===== src/rtl/layer_pkg.sv =====
// Shared types and defaults for the multi-layer pixel->ROM address pipeline.
//   layer_cfg_t : one layer's configuration (enable, offsets, magnification shift, mirror)
//   sel_w()     : width of an index selecting one of n items (never below 1)
package layer_pkg;

  localparam int unsigned NLAYER_DEF   = 4;
  localparam int unsigned HWIDTH_DEF   = 12;
  localparam int unsigned VWIDTH_DEF   = 12;
  localparam int unsigned MAXSHIFT_DEF = 3;

  function automatic int unsigned sel_w(input int unsigned n);
    return (n > 1) ? $clog2(n) : 1;
  endfunction

  localparam int unsigned SHW_DEF  = sel_w(MAXSHIFT_DEF + 1);
  localparam int unsigned SELW_DEF = sel_w(NLAYER_DEF);

  typedef struct packed {
    logic                         en;
    logic signed [HWIDTH_DEF-1:0] hoff;
    logic signed [VWIDTH_DEF-1:0] voff;
    logic [SHW_DEF-1:0]           shift;
    logic                         mirror;
  } layer_cfg_t;

endpackage


===== src/rtl/layer_addr_pipe_if.sv =====
// Bus bundle for layer_addr_pipe: config write port, frame commit strobe, coordinate input
// stream (valid/ready) and per-layer address result stream (valid/ready).
//   master : producer of coordinates/config and consumer of results (timing gen + mixer side)
//   slave  : the address pipeline itself
interface layer_addr_pipe_if
  import layer_pkg::*;
#(
  parameter int unsigned NLAYER = NLAYER_DEF,
  parameter int unsigned HWIDTH = HWIDTH_DEF,
  parameter int unsigned VWIDTH = VWIDTH_DEF,
  parameter int unsigned AWIDTH = 15,
  parameter int unsigned SHW    = SHW_DEF,
  parameter int unsigned SELW   = SELW_DEF
);

  logic                           frame_start;
  logic                           cfg_we;
  logic [SELW-1:0]                cfg_layer;
  logic                           cfg_en;
  logic signed [HWIDTH-1:0]       cfg_hoff;
  logic signed [VWIDTH-1:0]       cfg_voff;
  logic [SHW-1:0]                 cfg_shift;
  logic                           cfg_mirror;

  logic                           in_valid;
  logic                           in_ready;
  logic [HWIDTH-1:0]              hdata;
  logic [VWIDTH-1:0]              vdata;

  logic                           out_valid;
  logic                           out_ready;
  logic [NLAYER-1:0][AWIDTH-1:0]  out_addr;
  logic [NLAYER-1:0]              out_hit;
  logic                           out_any;
  logic [SELW-1:0]                out_sel;

  modport master (
    output frame_start, cfg_we, cfg_layer, cfg_en, cfg_hoff, cfg_voff, cfg_shift, cfg_mirror,
    output in_valid, hdata, vdata, out_ready,
    input  in_ready, out_valid, out_addr, out_hit, out_any, out_sel
  );

  modport slave (
    input  frame_start, cfg_we, cfg_layer, cfg_en, cfg_hoff, cfg_voff, cfg_shift, cfg_mirror,
    input  in_valid, hdata, vdata, out_ready,
    output in_ready, out_valid, out_addr, out_hit, out_any, out_sel
  );

endinterface


===== src/rtl/layer_xform.sv =====
// One layer's two-stage coordinate transform.
//   S1: add signed offsets, flag negative sums, divide by 2**shift.
//   S2: bounds check, optional horizontal mirror, row-major ROM address (0 on miss).
// Ports:
//   clk, rst_n  clock / async active-low reset
//   i_s1_load   capture a new coordinate into S1 (uses i_cfg as it is this cycle)
//   i_s2_load   move S1 contents into S2
//   i_cfg       active configuration of this layer
//   i_hdata     pixel column, i_vdata pixel row
//   o_addr      ROM address held in S2, o_hit in-bounds and enabled
module layer_xform
  import layer_pkg::*;
#(
  parameter int unsigned HWIDTH   = HWIDTH_DEF,
  parameter int unsigned VWIDTH   = VWIDTH_DEF,
  parameter int unsigned IMG_W    = 160,
  parameter int unsigned IMG_H    = 120,
  parameter int unsigned AWIDTH   = 15,
  parameter int unsigned MAXSHIFT = MAXSHIFT_DEF
) (
  input  logic              clk,
  input  logic              rst_n,
  input  logic              i_s1_load,
  input  logic              i_s2_load,
  input  layer_cfg_t        i_cfg,
  input  logic [HWIDTH-1:0] i_hdata,
  input  logic [VWIDTH-1:0] i_vdata,
  output logic [AWIDTH-1:0] o_addr,
  output logic              o_hit
);

  localparam int unsigned SHW = sel_w(MAXSHIFT + 1);
  localparam logic [SHW-1:0]    MaxShift = SHW'(MAXSHIFT);
  localparam logic [HWIDTH:0]   TxLim    = (HWIDTH + 1)'(IMG_W);
  localparam logic [HWIDTH:0]   TxMax    = (HWIDTH + 1)'(IMG_W - 1);
  localparam logic [VWIDTH:0]   TyLim    = (VWIDTH + 1)'(IMG_H);
  localparam logic [AWIDTH-1:0] ImgWA    = AWIDTH'(IMG_W);

  // Sums carry two extra bits: unsigned pixel plus signed offset can exceed the
  // positive range of a single extra bit, and must never alias to "negative".
  logic [HWIDTH+1:0] w_sh;
  logic [VWIDTH+1:0] w_sv;
  logic [SHW-1:0]    w_shift;
  logic              w_neg;
  logic [HWIDTH:0]   w_tx;
  logic [VWIDTH:0]   w_ty;

  always_comb begin
    w_sh = {2'b00, i_hdata} + {{2{i_cfg.hoff[HWIDTH-1]}}, i_cfg.hoff};
    w_sv = {2'b00, i_vdata} + {{2{i_cfg.voff[VWIDTH-1]}}, i_cfg.voff};
    // Saturate: anything not in 0..MAXSHIFT-1 becomes MAXSHIFT.
    w_shift = MaxShift;
    for (int unsigned s = 0; s < MAXSHIFT; s++) begin
      if (i_cfg.shift == SHW'(s)) w_shift = SHW'(s);
    end
    w_neg = w_sh[HWIDTH+1] | w_sv[VWIDTH+1];
    w_tx  = w_sh[HWIDTH:0] >> w_shift;
    w_ty  = w_sv[VWIDTH:0] >> w_shift;
  end

  logic            r_en, r_mirror, r_neg;
  logic [HWIDTH:0] r_tx;
  logic [VWIDTH:0] r_ty;

  always_ff @(posedge clk or negedge rst_n) begin
    if (!rst_n) begin
      r_en     <= 1'b0;
      r_mirror <= 1'b0;
      r_neg    <= 1'b0;
      r_tx     <= '0;
      r_ty     <= '0;
    end else if (i_s1_load) begin
      r_en     <= i_cfg.en;
      r_mirror <= i_cfg.mirror;
      r_neg    <= w_neg;
      r_tx     <= w_tx;
      r_ty     <= w_ty;
    end
  end

  logic              w_hit;
  logic [HWIDTH:0]   w_txm;
  logic [AWIDTH-1:0] w_addr;

  always_comb begin
    w_hit  = r_en & ~r_neg & (r_tx < TxLim) & (r_ty < TyLim);
    w_txm  = r_mirror ? (TxMax - r_tx) : r_tx;
    w_addr = AWIDTH'(r_ty) * ImgWA + AWIDTH'(w_txm);
  end

  logic [AWIDTH-1:0] r_addr;
  logic              r_hit;

  always_ff @(posedge clk or negedge rst_n) begin
    if (!rst_n) begin
      r_addr <= '0;
      r_hit  <= 1'b0;
    end else if (i_s2_load) begin
      r_addr <= w_hit ? w_addr : '0;
      r_hit  <= w_hit;
    end
  end

  assign o_addr = r_addr;
  assign o_hit  = r_hit;

endmodule


===== src/rtl/layer_addr_pipe.sv =====
// Pipelined multi-layer pixel -> ROM address transform.
// Each coordinate accepted on io_bus (in_valid/in_ready) yields, two cycles later, one ROM
// address per layer plus hit flags and a front-most-hit select (out_valid/out_ready).
// Config writes land in a shadow copy; frame_start commits all shadows to the active set
// so a frame never renders with half-updated parameters.
// Ports:
//   clk, rst_n  clock / async active-low reset
//   io_bus      layer_addr_pipe_if slave: config, coordinate stream, result stream
module layer_addr_pipe
  import layer_pkg::*;
#(
  parameter int unsigned NLAYER   = NLAYER_DEF,
  parameter int unsigned HWIDTH   = HWIDTH_DEF,
  parameter int unsigned VWIDTH   = VWIDTH_DEF,
  parameter int unsigned IMG_W    = 160,
  parameter int unsigned IMG_H    = 120,
  parameter int unsigned AWIDTH   = 15,
  parameter int unsigned MAXSHIFT = MAXSHIFT_DEF
) (
  input  logic              clk,
  input  logic              rst_n,
  layer_addr_pipe_if.slave  io_bus
);

  localparam int unsigned SelW = sel_w(NLAYER);

  // Config: shadow written by cfg_we, active updated only by frame_start. A coincident
  // write and commit commits the pre-write shadow (non-blocking read of old value).
  layer_cfg_t r_shadow [NLAYER];
  layer_cfg_t r_active [NLAYER];

  always_ff @(posedge clk or negedge rst_n) begin
    if (!rst_n) begin
      for (int i = 0; i < int'(NLAYER); i++) begin
        r_shadow[i] <= '0;
        r_active[i] <= '0;
      end
    end else begin
      if (io_bus.cfg_we) begin
        r_shadow[io_bus.cfg_layer] <= '{en:     io_bus.cfg_en,
                                        hoff:   io_bus.cfg_hoff,
                                        voff:   io_bus.cfg_voff,
                                        shift:  io_bus.cfg_shift,
                                        mirror: io_bus.cfg_mirror};
      end
      if (io_bus.frame_start) begin
        for (int i = 0; i < int'(NLAYER); i++) r_active[i] <= r_shadow[i];
      end
    end
  end

  // Stage control. in_ready depends only on state and out_ready, never on in_valid.
  logic r_s1_valid, r_s2_valid;
  logic w_s1_adv, w_s2_adv;

  always_comb begin
    w_s2_adv        = r_s1_valid & (~r_s2_valid | io_bus.out_ready);
    io_bus.in_ready = ~r_s1_valid | w_s2_adv;
    w_s1_adv        = io_bus.in_valid & io_bus.in_ready;
  end

  always_ff @(posedge clk or negedge rst_n) begin
    if (!rst_n) begin
      r_s1_valid <= 1'b0;
      r_s2_valid <= 1'b0;
    end else begin
      if (w_s1_adv)      r_s1_valid <= 1'b1;
      else if (w_s2_adv) r_s1_valid <= 1'b0;
      if (w_s2_adv)              r_s2_valid <= 1'b1;
      else if (io_bus.out_ready) r_s2_valid <= 1'b0;
    end
  end

  logic [NLAYER-1:0][AWIDTH-1:0] w_addr;
  logic [NLAYER-1:0]             w_hit;

  for (genvar g = 0; g < int'(NLAYER); g++) begin : g_layer
    layer_xform #(
      .HWIDTH   (HWIDTH),
      .VWIDTH   (VWIDTH),
      .IMG_W    (IMG_W),
      .IMG_H    (IMG_H),
      .AWIDTH   (AWIDTH),
      .MAXSHIFT (MAXSHIFT)
    ) u_xform (
      .clk       (clk),
      .rst_n     (rst_n),
      .i_s1_load (w_s1_adv),
      .i_s2_load (w_s2_adv),
      .i_cfg     (r_active[g]),
      .i_hdata   (io_bus.hdata),
      .i_vdata   (io_bus.vdata),
      .o_addr    (w_addr[g]),
      .o_hit     (w_hit[g])
    );
  end

  // Priority encoder: layer 0 is frontmost, so scan downward and let the lowest hit win.
  logic [SelW-1:0] w_sel;

  always_comb begin
    w_sel = '0;
    for (int i = int'(NLAYER) - 1; i >= 0; i--) begin
      if (w_hit[i]) w_sel = SelW'(i);
    end
  end

  assign io_bus.out_valid = r_s2_valid;
  assign io_bus.out_addr  = w_addr;
  assign io_bus.out_hit   = w_hit;
  assign io_bus.out_any   = |w_hit;
  assign io_bus.out_sel   = w_sel;

endmodule


===== src/flat_wrapper.sv =====
// flat-port wrapper written by rule: the top's interface ports become plain ports
module layer_addr_pipe_flat import layer_pkg::*;
#(
  parameter int unsigned NLAYER   = NLAYER_DEF,
  parameter int unsigned HWIDTH   = HWIDTH_DEF,
  parameter int unsigned VWIDTH   = VWIDTH_DEF,
  parameter int unsigned IMG_W    = 160,
  parameter int unsigned IMG_H    = 120,
  parameter int unsigned AWIDTH   = 15,
  parameter int unsigned MAXSHIFT = MAXSHIFT_DEF
)
  (clk, rst_n, io_bus_frame_start, io_bus_cfg_we, io_bus_cfg_layer, io_bus_cfg_en, io_bus_cfg_hoff, io_bus_cfg_voff, io_bus_cfg_shift, io_bus_cfg_mirror, io_bus_in_valid, io_bus_hdata, io_bus_vdata, io_bus_out_ready, io_bus_in_ready, io_bus_out_valid, io_bus_out_addr, io_bus_out_hit, io_bus_out_any, io_bus_out_sel);
  layer_addr_pipe_if #(.NLAYER(NLAYER), .HWIDTH(HWIDTH), .VWIDTH(VWIDTH), .AWIDTH(AWIDTH)) io_bus_i ();
  input  logic clk;
  input  logic rst_n;
  input wire logic [$bits(io_bus_i.frame_start)-1:0] io_bus_frame_start;
  input wire logic [$bits(io_bus_i.cfg_we)-1:0] io_bus_cfg_we;
  input wire logic [$bits(io_bus_i.cfg_layer)-1:0] io_bus_cfg_layer;
  input wire logic [$bits(io_bus_i.cfg_en)-1:0] io_bus_cfg_en;
  input wire logic [$bits(io_bus_i.cfg_hoff)-1:0] io_bus_cfg_hoff;
  input wire logic [$bits(io_bus_i.cfg_voff)-1:0] io_bus_cfg_voff;
  input wire logic [$bits(io_bus_i.cfg_shift)-1:0] io_bus_cfg_shift;
  input wire logic [$bits(io_bus_i.cfg_mirror)-1:0] io_bus_cfg_mirror;
  input wire logic [$bits(io_bus_i.in_valid)-1:0] io_bus_in_valid;
  input wire logic [$bits(io_bus_i.hdata)-1:0] io_bus_hdata;
  input wire logic [$bits(io_bus_i.vdata)-1:0] io_bus_vdata;
  input wire logic [$bits(io_bus_i.out_ready)-1:0] io_bus_out_ready;
  output wire logic [$bits(io_bus_i.in_ready)-1:0] io_bus_in_ready;
  output wire logic [$bits(io_bus_i.out_valid)-1:0] io_bus_out_valid;
  output wire logic [$bits(io_bus_i.out_addr)-1:0] io_bus_out_addr;
  output wire logic [$bits(io_bus_i.out_hit)-1:0] io_bus_out_hit;
  output wire logic [$bits(io_bus_i.out_any)-1:0] io_bus_out_any;
  output wire logic [$bits(io_bus_i.out_sel)-1:0] io_bus_out_sel;
  assign io_bus_i.frame_start = io_bus_frame_start;
  assign io_bus_i.cfg_we = io_bus_cfg_we;
  assign io_bus_i.cfg_layer = io_bus_cfg_layer;
  assign io_bus_i.cfg_en = io_bus_cfg_en;
  assign io_bus_i.cfg_hoff = io_bus_cfg_hoff;
  assign io_bus_i.cfg_voff = io_bus_cfg_voff;
  assign io_bus_i.cfg_shift = io_bus_cfg_shift;
  assign io_bus_i.cfg_mirror = io_bus_cfg_mirror;
  assign io_bus_i.in_valid = io_bus_in_valid;
  assign io_bus_i.hdata = io_bus_hdata;
  assign io_bus_i.vdata = io_bus_vdata;
  assign io_bus_i.out_ready = io_bus_out_ready;
  assign io_bus_in_ready = io_bus_i.in_ready;
  assign io_bus_out_valid = io_bus_i.out_valid;
  assign io_bus_out_addr = io_bus_i.out_addr;
  assign io_bus_out_hit = io_bus_i.out_hit;
  assign io_bus_out_any = io_bus_i.out_any;
  assign io_bus_out_sel = io_bus_i.out_sel;
  layer_addr_pipe #(.NLAYER(NLAYER), .HWIDTH(HWIDTH), .VWIDTH(VWIDTH), .IMG_W(IMG_W), .IMG_H(IMG_H), .AWIDTH(AWIDTH), .MAXSHIFT(MAXSHIFT)) u_core (.clk(clk), .rst_n(rst_n), .io_bus(io_bus_i));
endmodule

===== config.mk =====
export PLATFORM = sky130hd
export DESIGN_NAME = layer_addr_pipe_flat
export DESIGN_NICKNAME = d
export VERILOG_FILES = /design/src/rtl/layer_pkg.sv /design/src/rtl/layer_addr_pipe_if.sv /design/src/rtl/layer_xform.sv /design/src/rtl/layer_addr_pipe.sv /design/src/flat_wrapper.sv
export SDC_FILE = /design/constraint.sdc
export NUM_CORES = 1
export LEC_CHECK = 0
export BUFFER_PORTS_ARGS = -buffer_cell sky130_fd_sc_hd__buf_2
export CORE_ASPECT_RATIO = 2
export CORE_UTILIZATION = 36
export DETAILED_ROUTE_END_ITERATION = 8
export MAX_ROUTING_LAYER = met4
export PLACE_DENSITY = 0.61
export SYNTH_ARGS = -nofsm -noshare
export SYNTH_HDL_FRONTEND = slang
export SYNTH_SLANG_ARGS = --single-unit

===== constraint.sdc =====
create_clock -name clk -period 6.05 [get_ports clk]
set_input_delay 1.21 -clock clk [delete_from_list [all_inputs] [get_ports clk]]
set_output_delay 1.21 -clock clk [all_outputs]
set_load 0.03 [all_outputs]

Word level (Yosys, flattened, before mapping)
Cells that the tools add are included.

word-level totals
  output and inout port bits = 69
  flip-flop bits (word level) = 406
  input bits = 60
  word-level logic and storage cells = 182

operators by class
  bitwise operators = 27
  $mul = 4
  shift operators = 8
  mux-type cells = 31
  add/sub/neg operators = 16
  reduce and logical (&&, ||, !) cells = 8
  magnitude comparators = 10
  eq/ne operators = 8

operators with widths
  cell                   count
  $add 13x12->14         8
  $bwmux 112             1
  $shr 13x2->13          8
  $add 15x13->15         4
  $mux 15                4
  $demux 28 s2           1
  $lt 13x7->1 const B    4
  $lt 13x8->1 const B    4
  $mul 13x3->10 const B  4
  $mux 13                4
  $sub 8x13->13 const A  4
  $mux 2                 16
  $mux 28                1
  $and 1x1->1            14
  $eq 2x1->1 const B     4
  $eq 2x2->1 const B     4
  $logic_not 2->1        4
  $not 1->1              6
  $or 1x1->1             6
  $mux 1                 4
  $reduce_bool 2->1      2
  $reduce_or 4->1        1
  $ge 3x3->1 const B     1
  $lt 3x1->1 const B     1
  other kinds (2)        2

Depth between registers and ports, before layout
  word-level depth = 6
  depth in mapped cells = 14
  gate-level depth less buffers = 14

Modules after synthesis
From an unflattened synthesis, not the netlist that was laid out.

unflattened totals
  cell total of the unflattened synthesis = 2480
  area total of the unflattened synthesis = 26056.2 um2

by module, submodules not included
  module                                    cells an instance  times used  sequential area each (um2)  area an instance (um2)
  layer_addr_pipe                           490                1           5655.4                      8754.6
  layer_xform at u_core.g_layer[3].u_xform  517                1           1126.1                      4425.5
  layer_xform at u_core.g_layer[0].u_xform  495                1           1126.1                      4381.7
  layer_xform at u_core.g_layer[2].u_xform  489                1           1126.1                      4279.1
  layer_xform at u_core.g_layer[1].u_xform  489                1           1126.1                      4215.3

Worst setup path before layout
No wires, ideal clock.

  kind = input to register
  start point = in io_bus_vdata[0]
  end point = reg u_core.g_layer[3].u_xform.r_ty[10]
  stages on the path = 11
  data arrival time = 3.147 ns
  required time = 5.923 ns
  path buffers = 0
  slack = 2.776 ns
  cell sequence = ha_1 inv_1 fa_1 nor2b_1 o31a_1 o21ai_2 o31ai_4 nor4_1 nor3_2 o21ai_1 o32a_2

between the ends
  cells in the longest elaborated chain, start to end = 2

ends and longest elaborated chain
  element               RTL line            source
  from (decl)           flat_wrapper.sv:26  input wire logic [$bits(io_bus_i.vdata)-1:0] io_bus_vdata;
  $add 13x12->14        layer_xform.sv:50   w_sv = {2'b00, i_vdata} + {{2{i_cfg.voff[VWIDTH-1]}}, i_cfg.voff};
  $shr 13x2->13         layer_xform.sv:58   w_ty = w_sv[VWIDTH:0] >> w_shift;
  to (signal assigned)  layer_xform.sv:77   r_ty <= w_ty;
  to (decl)             layer_xform.sv:63   logic [VWIDTH:0] r_ty;

No other way between the ends.
A chain may end at the register's enable or synchronous reset.

Final worst setup path
  start point = in io_bus_vdata[1]
  end point = reg u_core.g_layer[2].u_xform.r_neg

between the ends
  cells in the longest elaborated chain, start to end = 2

ends and longest elaborated chain
  element               RTL line           source
  $add 13x12->14        layer_xform.sv:50
  $or 1x1->1            layer_xform.sv:56  w_neg = w_sh[HWIDTH+1] | w_sv[VWIDTH+1];
  to (signal assigned)  layer_xform.sv:75  r_neg <= w_neg;
  to (decl)             layer_xform.sv:61  logic r_en, r_mirror, r_neg;

No other way between the ends.

==> results.md <==
* Adder-Cell Fraction of Synth Area at 0.1136
* CTS tree: built
* Top-area cell type share of the netlist area at 0.4089
* Area growth syn-to-layout at 11.86%
* Worst IR Drop VDD at 0.1993 mV
* Die outline area at 70130 µm²
* Final Max Slew Viols at 0
* FF+latch count, synth at 406
* Proportion of synthesized area in mux cells at 0.1283
* Overall Global Routing Usage at 0.2152
* Comb pwr share at 0.516
* Rows at 135
* Largest family of logic cells by synthesized area: compound AO/OA/AOI/OAI gates
* Critical path data required time at 6460 ps
* Outcome: complete, no violations
* Post-Syn Area per Cell at 10.31 µm²
* Clock transition at the registers of the reported paths at 70 ps
* Number of distinct library cells after synthesis at 83
* Area share of xor/xnor cells in the synthesized design at 0.06487
* Die Y at 373.5 µm
* CTS Hold Buffers Added at 0
* Sw Share at 0.4183
* Worst hold path type: flip-flop to flip-flop
* Internal Power at 8.110 mW
* DR pass1 iterations at 5
* Die Width at 187.8 µm
* Top Ports at 129
* Clk buf depth at 3
* Vias in the first global route at 18.97k
* Clock Skew at 17.61 ps
* Dpl cells at 3344
* Root Buffer: clkbuf_16
* Layout cells sized above 1 at 0.1906
* Highest metal used: met4
* Final WL at 73.11 mm
* Nets@finish at 2771
* Crit path DAT at 3850 ps
* Number of remaining DRC errors at 0
* Clock Sinks at 406
* Setup TNS Final at 0 ps
* 1st-iter DRT viols at 963
* Initial Util at 0.3659
* MaxCap Viol Count at 0
* Compound-Gate Fraction of Synth Area at 0.1557
* Clock group share of total power at 0.191
* Sequential power share at 0.294
* Mapped Area at 24840 µm²
* Switching Power at 5.831 mW
* H-tree levels at 2
* Post-synthesis sequential area ratio at 0.4089
* CP Class: primary input to flip-flop
* Largest net degree at the start of global routing at 122
* Post-cts repair resize count at 0
* Core area at 67900 µm²
* Max transition margin at 0.2887
* # setup viols final at 0
* Leakage power at 12.71 nW
* Placer Congestion at 0.9692
* Via density at 5.404
* Synth Instances at 2410
* Most used flip-flop cell after synthesis: dfrtp_1
* Post-Synth Simple-Gate Area at 0.09881
* Worst-margin pin slew at 1050 ps
* Post-DP HPWL at 58.33 mm
* PwrDens at 501.6 nW/µm²
* Yosys warns at 0
* CP Capture Type: flip-flop
* Setup repair after global routing missed its margin: no
* Setup crit start kind: primary input
* DR WL/cell at 21.36 µm
* Max FO, Critical Path at 5
* Hold Fails Final Rpt at 0
* Clock latency on the worst-skew pair at 560 ps
* Post-synth top area cell: dfrtp_1
* Final period utilization at 0.5690
* First-pass GRT wire length at 112.8 mm
* Achievable frequency at 290.5 MHz
* Num CTS Buffers at 39
* Post-Syn Nets at 2686
* Met3 wire len at 2.552 mm
* Post-CTS setup buffer count at 0
* Met2 Routed Length at 38.56 mm
* Post-synth EDFFs at 0
* Final Non-Filler Cells at 3422
* Initial antenna violation count at 9
* Min cycle time layout at 3443 ps
* Async SR Flop Fraction at 1.000
* M1 WL at 27.40 mm
* Final ANT Viol Nets at 0
* Total gr overflow at 0
* Vias at 18.49k
* Count of input and output buffers at 128
* Largest cells by area after synthesis: dfrtp_1 41%, mux2_2 11%, ha_1 10%
-- through the flow --
step	hold slack (ps)	power, mW	area, µm²	util	setup WS (ps)
floorplan	434.3	9.319	24840	-	2776
global placement	459.1	11.12	26400	0.3888	2189
detailed placement	459.5	11.31	26400	0.3888	2103
CTS	464.8	14.04	27770	0.4089	2699
global route	498.5	15.00	27790	0.4093	2515
finish	464.2	13.94	27790	0.4093	2607
-- layer usage --
layer / vias up / GRT usage
li1: 8833 / -
met1: 9067 / 0.2226
met2: 424 / 0.3892
met3: 170 / 0.02677
met4: 0 / 0.1216
met5: - / -
-- area by class of cell --
cell class	count	area, µm²
Clock buffer	51	1084
Clock inverter	18	281.5
Inverter	79	296.5
Sequential cell	406	10160
Tap cell	890	1114
Fill cell	6591	40110
Timing Repair Buffer	153	865.8
Multi-Input combinational cell	1816	13970
Antenna cell	9	22.52
-- Yosys cell counts, drive strengths merged, types with 10 or more instances --
library cell,count
dfrtp,406
nand2,237
mux2,236
ha,200
o21ai,195
nor2,121
xnor2,113
a21oi,109
clkbuf,85
inv,77
xor2,71
mux2i,53
a22o,48
a21o,40
nor3,38
a31oi,35
o21a,28
o31ai,26
buf,24
nand3,22
nor2b,21
o21bai,19
nand2b,17
fa,16
a211oi,15
o211ai,13
nand3b,11
and2,10
-- final timing paths --
kind,start,endpoint,slack [ps],cells past startpoint
hold / removal,u_core.r_shadow[1],u_core.r_active[1],460,2
max in group asynchronous,rst_n,u_core.g_layer[2].u_xform.o_addr[4],3980,2
setup reg to reg,u_core.g_layer[0].u_xform.r_ty[3],u_core.g_layer[0].u_xform.o_addr[14],2840,12
min in group asynchronous,rst_n,u_core.r_active[10],740,1
hold reg to reg,u_core.r_shadow[1],u_core.r_active[1],460,2
setup / recovery,io_bus_vdata[1],u_core.g_layer[2].u_xform.r_neg,2610,10
-- worst max-delay path, stage by stage --
cell      delay [ps]
buf_2            140
ha_1             330
a211oi_1         350
o21ai_0          210
a311oi_1         410
o21bai_1         120
a21o_1           220
a21oi_1          190
xor2_1           510
a31oi_1          170
-- cells by family (layout without fill, tap and decap cells) --
family	count (synthesis)	after routing
AO/OA/AOI/OAI	592	592
XOR/XNOR	184	184
adder cells (fa/ha/maj)	216	216
buffers and inverters	188	301
flip-flops	406	406
multiplexers	289	289
other	0	9
AND/OR/NAND/NOR	535	535
-- sequential cells by signal, indices dropped and copies added (netlist names) --
name,cells
u_core.r_active,112
u_core.g_layer.u_xform.r_neg,4
u_core.g_layer.u_xform.r_tx,52
u_core.io_bus.out_valid,1
u_core.g_layer.u_xform.r_en,4
u_core.g_layer.u_xform.o_addr,60
u_core.r_shadow,112
u_core.g_layer.u_xform.r_mirror,4
u_core.g_layer.u_xform.o_hit,4
u_core.g_layer.u_xform.r_ty,52
u_core.r_s1_valid,1
-- cells in the final DEF, fill, tap and decap left out, types with 24 or more instances in the layout --
cell / Yosys / final
a21o_1: 40 / 40
a21oi_1: 109 / 109
a22o_1: 48 / 48
a31oi_1: 35 / 35
buf_2: 5 / 126
buf_4: 4 / 24
clkbuf_16: 0 / 41
dfrtp_1: 406 / 406
ha_1: 200 / 200
inv_1: 77 / 77
mux2_2: 236 / 236
mux2i_1: 53 / 53
nand2_1: 237 / 235
nor2_1: 121 / 121
nor3_1: 37 / 37
o21a_1: 28 / 28
o21ai_0: 182 / 182
o31ai_1: 25 / 25
xnor2_1: 113 / 113
xor2_1: 71 / 71
-- power groups by stage --
| stage | Combinational [mW] | Clock [mW] | Sequential, mW |
|---|---|---|---|
| floorplan | 5.55 | 0 | 3.77 |
| CTS | 7.22 | 2.73 | 4.09 |
| finish | 7.19 | 2.66 | 4.09 |
| detailed placement | 7.17 | 0 | 4.14 |
| global route | 8.02 | 2.82 | 4.16 |
| global placement | 7.01 | 0 | 4.11 |
(Power assumes the default switching activity.)
